[src/rtl/pic_pkg.sv]
`default_nettype none
// ============================================================================
// Module   : pic_pkg
// Purpose  : Shared types and constants for the 8259-style acknowledge path.
//            Holds the acknowledge FSM state encoding, OCW2 {R,SL,EOI}
//            command codes, level/width constants and a one-hot-to-level
//            helper.
// Config   : Macro PIC_AEOI_EN gives meaning to ROT_AEOI_SET/ROT_AEOI_CLR.
// Revision : 1.0 - initial release
// ============================================================================
package pic_pkg;

  localparam int PIC_LEVEL_W = 3;
  localparam int PIC_NUM_IR  = 8;

  typedef enum logic [1:0] {
    IDLE = 2'd0,
    ACK1 = 2'd1,
    GAP  = 2'd2,
    ACK2 = 2'd3
  } pic_state_e;

  // OCW2 command field {R, SL, EOI}
  localparam logic [2:0] ROT_AEOI_CLR = 3'b000;
  localparam logic [2:0] NSEOI        = 3'b001;
  localparam logic [2:0] OCW2_NOP     = 3'b010;
  localparam logic [2:0] SEOI         = 3'b011;
  localparam logic [2:0] ROT_AEOI_SET = 3'b100;
  localparam logic [2:0] ROT_NSEOI    = 3'b101;
  localparam logic [2:0] SET_PRI      = 3'b110;
  localparam logic [2:0] ROT_SEOI     = 3'b111;

  // Encode a one-hot request into its level number (0 for an all-zero input).
  function automatic logic [PIC_LEVEL_W-1:0] onehot_to_level(
    input logic [PIC_NUM_IR-1:0] oh
  );
    logic [PIC_LEVEL_W-1:0] lvl;
    lvl = '0;
    for (int i = 0; i < PIC_NUM_IR; i++) begin
      if (oh[i]) begin
        lvl = lvl | PIC_LEVEL_W'(i);
      end
    end
    return lvl;
  endfunction

endpackage
`default_nettype wire

[src/rtl/pic_isr_highest.sv]
`default_nettype none
// ============================================================================
// Module   : pic_isr_highest
// Purpose  : Combinational search for the highest-priority set bit of the
//            in-service register. Priority starts at level rotate_i and
//            descends through rotate_i+1, rotate_i+2, ... wrapping mod 8.
// Ports    : isr_i      in  8  in-service register
//            rotate_i   in  3  level currently holding highest priority
//            onehot_o   out 8  one-hot mask of the winning bit (0 if none)
//            level_o    out 3  level number of the winning bit
//            valid_o    out 1  at least one isr bit is set
// Revision : 1.0 - initial release
// ============================================================================
module pic_isr_highest
  import pic_pkg::*;
(
  input  logic [PIC_NUM_IR-1:0]  isr_i,
  input  logic [PIC_LEVEL_W-1:0] rotate_i,
  output logic [PIC_NUM_IR-1:0]  onehot_o,
  output logic [PIC_LEVEL_W-1:0] level_o,
  output logic                   valid_o
);

  logic                   found;
  logic [PIC_LEVEL_W-1:0] idx;

  always_comb begin
    onehot_o = '0;
    level_o  = '0;
    found    = 1'b0;
    idx      = '0;
    for (int i = 0; i < PIC_NUM_IR; i++) begin
      // 3-bit add wraps naturally from level 7 back to level 0
      idx = rotate_i + PIC_LEVEL_W'(i);
      if (!found && isr_i[idx]) begin
        found         = 1'b1;
        level_o       = idx;
        onehot_o[idx] = 1'b1;
      end
    end
    valid_o = found;
  end

endmodule
`default_nettype wire

[src/rtl/pic_ack_controller.sv]
`default_nettype none
// ============================================================================
// Module   : pic_ack_controller
// Purpose  : CPU-facing side of the 8259 interrupt path. Raises INT from the
//            resolver's one-hot winner, runs the two-pulse 8086 INTA
//            handshake, sets ISR on the first pulse, drives the vector byte on
//            the second pulse and clears ISR on OCW2 EOI commands. Owns isr
//            and priority_rotate, which feed back to the priority resolver.
// Config   : PIC_AEOI_EN - adds input aeoi and the rotate-in-AEOI flag
//            (OCW2 100 sets, 000 clears); with aeoi=1 the end of the second
//            INTA pulse clears the served ISR bit automatically.
// Ports    : clk, reset              clock, synchronous active-high reset
//            interrupt_vector in 8   one-hot winner, 0 = no request
//            inta_n           in 1   acknowledge, active-low, synchronised
//            aeoi             in 1   auto-EOI enable (PIC_AEOI_EN only)
//            vector_base      in 5   T7..T3
//            ocw2_wr/ocw2     in 1/8 OCW2 write strobe and data
//            irr_clear        out 8  one-cycle clear pulse to IRR
//            isr              out 8  in-service register
//            priority_rotate  out 3  highest-priority level
//            int_out          out 1  interrupt request to CPU
//            data_out/data_oe out 8/1 vector byte and its drive enable
// Revision : 1.0 - initial release
// ============================================================================
module pic_ack_controller
  import pic_pkg::*;
#(
  parameter int                     NUM_IR         = 8,
  parameter logic [PIC_LEVEL_W-1:0] SPURIOUS_LEVEL = 3'd7
) (
  input  logic                   clk,
  input  logic                   reset,
  input  logic [NUM_IR-1:0]      interrupt_vector,
  input  logic                   inta_n,
`ifdef PIC_AEOI_EN
  input  logic                   aeoi,
`endif
  input  logic [4:0]             vector_base,
  input  logic                   ocw2_wr,
  input  logic [7:0]             ocw2,
  output logic [NUM_IR-1:0]      irr_clear,
  output logic [NUM_IR-1:0]      isr,
  output logic [PIC_LEVEL_W-1:0] priority_rotate,
  output logic                   int_out,
  output logic [7:0]             data_out,
  output logic                   data_oe
);

  pic_state_e             state_q, state_d;
  logic                   inta_q;
  logic [NUM_IR-1:0]      isr_q, isr_d;
  logic [PIC_LEVEL_W-1:0] rot_q, rot_d;
  logic                   int_out_q, int_out_d;
  logic [NUM_IR-1:0]      irr_clear_q, irr_clear_d;
  logic [7:0]             data_out_q, data_out_d;
  logic                   data_oe_q, data_oe_d;
  logic [PIC_LEVEL_W-1:0] level_q, level_d;
  logic                   spurious_q, spurious_d;

  logic                   inta_fall, inta_rise;
  logic [NUM_IR-1:0]      isr_set;
  logic                   ack_done;
  logic [NUM_IR-1:0]      eoi_clr;
  logic [NUM_IR-1:0]      aeoi_clr;

  logic [2:0]             ocw2_cmd;
  logic [PIC_LEVEL_W-1:0] ocw2_lvl;

  logic [NUM_IR-1:0]      hi_onehot;
  logic [PIC_LEVEL_W-1:0] hi_level;
  logic                   hi_valid;

`ifdef PIC_AEOI_EN
  logic                   rot_in_aeoi_q, rot_in_aeoi_d;
`endif

  // inta_n is already synchronous; one register is enough for edge detection
  assign inta_fall = inta_q & ~inta_n;
  assign inta_rise = ~inta_q & inta_n;

  assign ocw2_cmd = ocw2[7:5];
  assign ocw2_lvl = ocw2[2:0];

  pic_isr_highest u_isr_highest (
    .isr_i    (isr_q),
    .rotate_i (rot_q),
    .onehot_o (hi_onehot),
    .level_o  (hi_level),
    .valid_o  (hi_valid)
  );

  // --------------------------------------------------------------------------
  // Acknowledge FSM
  // --------------------------------------------------------------------------
  always_comb begin
    state_d     = state_q;
    int_out_d   = 1'b0;
    irr_clear_d = '0;
    data_out_d  = data_out_q;
    data_oe_d   = data_oe_q;
    level_d     = level_q;
    spurious_d  = spurious_q;
    isr_set     = '0;
    ack_done    = 1'b0;

    unique case (state_q)
      IDLE: begin
        int_out_d = |interrupt_vector;
        if (inta_fall) begin
          int_out_d = 1'b0;
          state_d   = ACK1;
          if (interrupt_vector == '0) begin
            // No winner by the time INTA arrived: answer with the spurious
            // level and leave ISR/IRR untouched.
            level_d    = SPURIOUS_LEVEL;
            spurious_d = 1'b1;
          end else begin
            level_d     = onehot_to_level(interrupt_vector);
            spurious_d  = 1'b0;
            isr_set     = interrupt_vector;
            irr_clear_d = interrupt_vector;
          end
        end
      end
      ACK1: begin
        if (inta_rise) begin
          state_d = GAP;
        end
      end
      GAP: begin
        if (inta_fall) begin
          state_d    = ACK2;
          data_out_d = {vector_base, level_q};
          data_oe_d  = 1'b1;
        end
      end
      ACK2: begin
        if (inta_rise) begin
          state_d   = IDLE;
          data_oe_d = 1'b0;
          ack_done  = 1'b1;
        end
      end
      default: begin
        state_d = IDLE;
      end
    endcase
  end

  // --------------------------------------------------------------------------
  // OCW2 decode, ISR and rotation update
  // --------------------------------------------------------------------------
  always_comb begin
    eoi_clr  = '0;
    aeoi_clr = '0;
    rot_d    = rot_q;
`ifdef PIC_AEOI_EN
    rot_in_aeoi_d = rot_in_aeoi_q;

    if (ack_done && aeoi && !spurious_q) begin
      aeoi_clr = NUM_IR'(1) << level_q;
      if (rot_in_aeoi_q) begin
        rot_d = level_q + 3'd1;
      end
    end
`endif

    // An OCW2 rotate issued in the same cycle overrides an AEOI rotate.
    if (ocw2_wr) begin
      unique case (ocw2_cmd)
        NSEOI: begin
          eoi_clr = hi_onehot;
        end
        SEOI: begin
          eoi_clr = NUM_IR'(1) << ocw2_lvl;
        end
        ROT_NSEOI: begin
          // With nothing in service the rotate is skipped as well.
          if (hi_valid) begin
            eoi_clr = hi_onehot;
            rot_d   = hi_level + 3'd1;
          end
        end
        ROT_SEOI: begin
          eoi_clr = NUM_IR'(1) << ocw2_lvl;
          rot_d   = ocw2_lvl + 3'd1;
        end
        SET_PRI: begin
          rot_d = ocw2_lvl + 3'd1;
        end
        ROT_AEOI_SET: begin
`ifdef PIC_AEOI_EN
          rot_in_aeoi_d = 1'b1;
`endif
        end
        ROT_AEOI_CLR: begin
`ifdef PIC_AEOI_EN
          rot_in_aeoi_d = 1'b0;
`endif
        end
        default: begin
        end
      endcase
    end

    // Clears act on the old ISR; a same-cycle set is ORed afterwards and wins.
    isr_d = (isr_q & ~(eoi_clr | aeoi_clr)) | isr_set;
  end

`ifndef PIC_AEOI_EN
  logic unused_no_aeoi;
  assign unused_no_aeoi = ^{ack_done, spurious_q, ocw2[4:3]};
`else
  logic unused_ocw2_bits;
  assign unused_ocw2_bits = ^ocw2[4:3];
`endif

  // --------------------------------------------------------------------------
  // Registers
  // --------------------------------------------------------------------------
  always_ff @(posedge clk) begin
    if (reset) begin
      state_q     <= IDLE;
      inta_q      <= 1'b1;
      isr_q       <= '0;
      rot_q       <= '0;
      int_out_q   <= 1'b0;
      irr_clear_q <= '0;
      data_out_q  <= '0;
      data_oe_q   <= 1'b0;
      level_q     <= '0;
      spurious_q  <= 1'b0;
    end else begin
      state_q     <= state_d;
      inta_q      <= inta_n;
      isr_q       <= isr_d;
      rot_q       <= rot_d;
      int_out_q   <= int_out_d;
      irr_clear_q <= irr_clear_d;
      data_out_q  <= data_out_d;
      data_oe_q   <= data_oe_d;
      level_q     <= level_d;
      spurious_q  <= spurious_d;
    end
  end

`ifdef PIC_AEOI_EN
  always_ff @(posedge clk) begin
    if (reset) begin
      rot_in_aeoi_q <= 1'b0;
    end else begin
      rot_in_aeoi_q <= rot_in_aeoi_d;
    end
  end
`endif

  assign irr_clear       = irr_clear_q;
  assign isr             = isr_q;
  assign priority_rotate = rot_q;
  assign int_out         = int_out_q;
  assign data_out        = data_out_q;
  assign data_oe         = data_oe_q;

endmodule
`default_nettype wire

[config.mk]
export PLATFORM = sky130hd
export DESIGN_NAME = pic_ack_controller
export DESIGN_NICKNAME = d
export VERILOG_FILES = /design/src/rtl/pic_pkg.sv /design/src/rtl/pic_isr_highest.sv /design/src/rtl/pic_ack_controller.sv
export SDC_FILE = /design/constraint.sdc
export NUM_CORES = 1
export LEC_CHECK = 0
export ABC_AREA = 0
export BUFFER_PORTS_ARGS = -buffer_cell sky130_fd_sc_hd__buf_4
export CAP_MARGIN = 20
export CORE_ASPECT_RATIO = 1.75
export CORE_MARGIN = 5
export CORE_UTILIZATION = 49
export DETAILED_ROUTE_END_ITERATION = 10
export GPL_TIMING_DRIVEN = 0
export PLACE_DENSITY = 0.75
export RECOVER_POWER = 25
export SYNTH_ARGS = -nofsm -noshare
export SYNTH_HDL_FRONTEND = slang
export SYNTH_HIERARCHICAL = 1
export SYNTH_SLANG_ARGS = --single-unit
[constraint.sdc]
create_clock -name clk -period 4.22 [get_ports clk]
set_input_delay 0.211 -clock clk [delete_from_list [all_inputs] [get_ports clk]]
set_output_delay 0.211 -clock clk [all_outputs]
set_load 0.02 [all_outputs]
==> reports/summary.txt <==
Seq cells post-synth: 35
Max-cap viol count: 0
Post-route insts no fill: 452
Crit Path Max Fanout: 10
Yosys warns: 6
DP Wirelength: 6500 um
First-pass GRT wire length: 13,300 um
Drt wl/cell: 18.3 um
Final nets: 413
Post-synth top area share: 25.9%
Grt ovf: 0
CTS Root Buffer Type: clkbuf_8
# IOs: 54
Final Setup Violations: 0
Worst endpoint data arrival time: 4200 ps
Clock tree buffer depth: 2
Internal power: 1.30 mW
Final max-slew violation count: 0
Fill cells: 468
Critical path class: flip-flop to flip-flop
Sequential Power Share: 17.8%
Maximum level of the CTS H-tree: 2
Placed instance count: 442
Initial DRC count: 168
Total wire length: 8270 um
Core outline area: 0.00530 mm2
DRC viols: 0
Syn Area/Cell: 8.53 um2
Initial antenna violation count: 0
Drt pass-1 iters: 4
Slew @ Worst Pin: 1000 ps
IO Port Bufs: 51
Sw Ratio: 47.0%
Routability Congestion: 0.962
Unrepaired setup endpoints after global routing: false
CTS tree: yes
Vias/cell: 6.10
Largest net degree at the start of global routing: 13
Fmax: 249 MHz
Final Hold Viols: 0
Clock sink count: 35
CTS Buf Count: 5
Comb power frac: 67.5%
Slew margin rel.: 33.2%
Crit. End Element: flip-flop
Vias: 2,759
Tmin final: 4010 ps
Die area: 0.00716 mm2
Worst min-delay path category: input port to flip-flop
Clk_skew: 5.54 ps
Net count after synthesis: 353
Sequential-to-total area share from yosys stat: 25.9%
Async set-reset flop share out of synthesis: 0%
Antenna cells: 0
Final Cycle Share: 95.1%
Synth Instances: 317
Worst path required time: 4400 ps
P per Cell Area: 738 mW/mm2
Final instance area: 0.00333 mm2
Psw: 1.16 mW
TNS Setup: 0 ps
Synthesized area: 0.00270 mm2
Worst skew pair latency: 290 ps
Vias in the first global route: 2,859
GRT Resource Usage Total: 23.7%
Die Height: 108 um
Startpoint Class: flip-flop
Rows: 35
Synth Flop Type: dfxtp_1
Clock power share: 14.7%
Reg clk slew, reported paths: 70 ps
Post-route ant nets: 0
Die width: 66.2 um
Most frequent cell after synthesis: dfxtp_1
Leak Pwr: 1.37 nW
Placed Instance Area: 0.00318 mm2
EDFF count, synth: 0
P&R area growth vs syn: 23.3%
Layout cell share with drive strength beyond 1: 22.2%
Top post-synthesis cells by area: dfxtp_1 26%, mux2i_1 6.3%, mux4_2 5.8%
Netlist cell types: 62
Outcome: completed
Peak VDD IR: 380 uV
Initial Utilization: 51.0%
Synth top cells by count: 35 x dfxtp_1, 25 x a21oi_1, 24 x nor2_1
Area leader, netlist: dfxtp_1
==> worst max-delay path, stage by stage (launching register included) <==
cell and delay (ps):
dfxtp_1 440, clkbuf_2 300, inv_2 150, ha_4 370
mux2_1 360, nor2_1 240, a221oi_2 120, or4b_1 530
buf_2 210, nor3_4 280, a22oi_1 130, o211ai_1 130
mux2_2 190, ha_1 150, xnor2_1 80, a31o_2 240
==> metrics by stage <==
step                hold slack, ps  setup WS (ps)  utilization (%)  power (mW)
floorplan                      280           25.8                -        1.60
global placement               444           -464             60.0        1.97
detailed placement             451           -520             60.0        1.99
CTS                            161           11.7             62.6        2.36
global route                   161           27.9             62.9        2.63
finish                         164            206             62.9        2.46
==> sequential cells by signal, summed over array words and instances (netlist names) <==
register,count
data_out,8
irr_clear,8
isr,8
level_q,3
priority_rotate,3
state_q,2
data_oe,1
int_out,1
inta_q,1
==> placed cells by master (no fill, tap or decap), drive strengths merged, types with 9 or more instances in the layout <==
cell / Yosys / routed
nand2: 23 / 23
buf: 7 / 45
nor2: 24 / 24
ha: 11 / 11
clkbuf: 9 / 29
nand3: 22 / 22
inv: 11 / 10
or2: 9 / 9
dfxtp: 35 / 35
mux2: 15 / 15
a21oi: 25 / 25
mux2i: 17 / 17
o21ai: 13 / 13
==> final cells by class <==
cell class              count  area, um2  share of cell area (%)
plain buffers              14       70.1                    2.10
clock inverters             3       67.6                    2.03
inverters                  12       48.8                    1.46
repair buffers             55        353                    10.6
clock buffers               5       68.8                    2.06
flip-flops and latches     35        701                    21.0
well taps                  74       92.6                    2.78
multi-input cells         254       1930                    58.0
==> layer usage <==
metal	wire, um	share of wire, %	up-vias	track usage [%]
li1	-	-	1322	-
met1	2860	35	1298	22.7
met2	4590	55	99	45.3
met3	320	3.9	40	2.49
met4	500	6.0	0	16.0
met5	0	0	-	0
==> logic make-up (layout without fill, tap and decap cells) <==
family / after synthesis / in the layout / synth area share (%)
muxes: 39 / 39 / 18.9
DFF: 35 / 35 / 25.9
buffers and inverters: 28 / 89 / 4.40
and+or+nand+nor: 115 / 115 / 22.6
AOI/OAI and AO/OA: 84 / 84 / 21.4
xor gates and xnor gates: 5 / 5 / 1.62
adders and majority gates: 11 / 11 / 5.09
==> power by group through the flow <==
stage | clock (mW) | sequential, mW | combinational [mW]
global route | 0.383 | 0.447 | 1.80
global placement | 0 | 0.442 | 1.52
CTS | 0.366 | 0.438 | 1.56
floorplan | 0 | 0.473 | 1.13
detailed placement | 0 | 0.445 | 1.54
finish | 0.362 | 0.439 | 1.66
==> path summary, 6_finish.rpt <==
path	from	endpoint	slack (ps)	cells after the start
min	inta_n	inta_q$_SDFF_PP1_	160	2
max	priority_rotate[1]$_SDFFE_PP0P_	priority_rotate[2]$_SDFFE_PP0P_	210	15
max reg2reg	priority_rotate[1]$_SDFFE_PP0P_	priority_rotate[2]$_SDFFE_PP0P_	210	15
min reg2reg	data_out[7]$_SDFFE_PP0P_	data_out[7]$_SDFFE_PP0P_	460	2
==> timing repair <==
item                                    CTS  global route
pin swaps                                 0             0
endpoints found under the setup margin   11             5
resized for setup                         3             7
setup buffers                             0             4
hold buffers                              0             0
(Power assumes the default switching activity.)
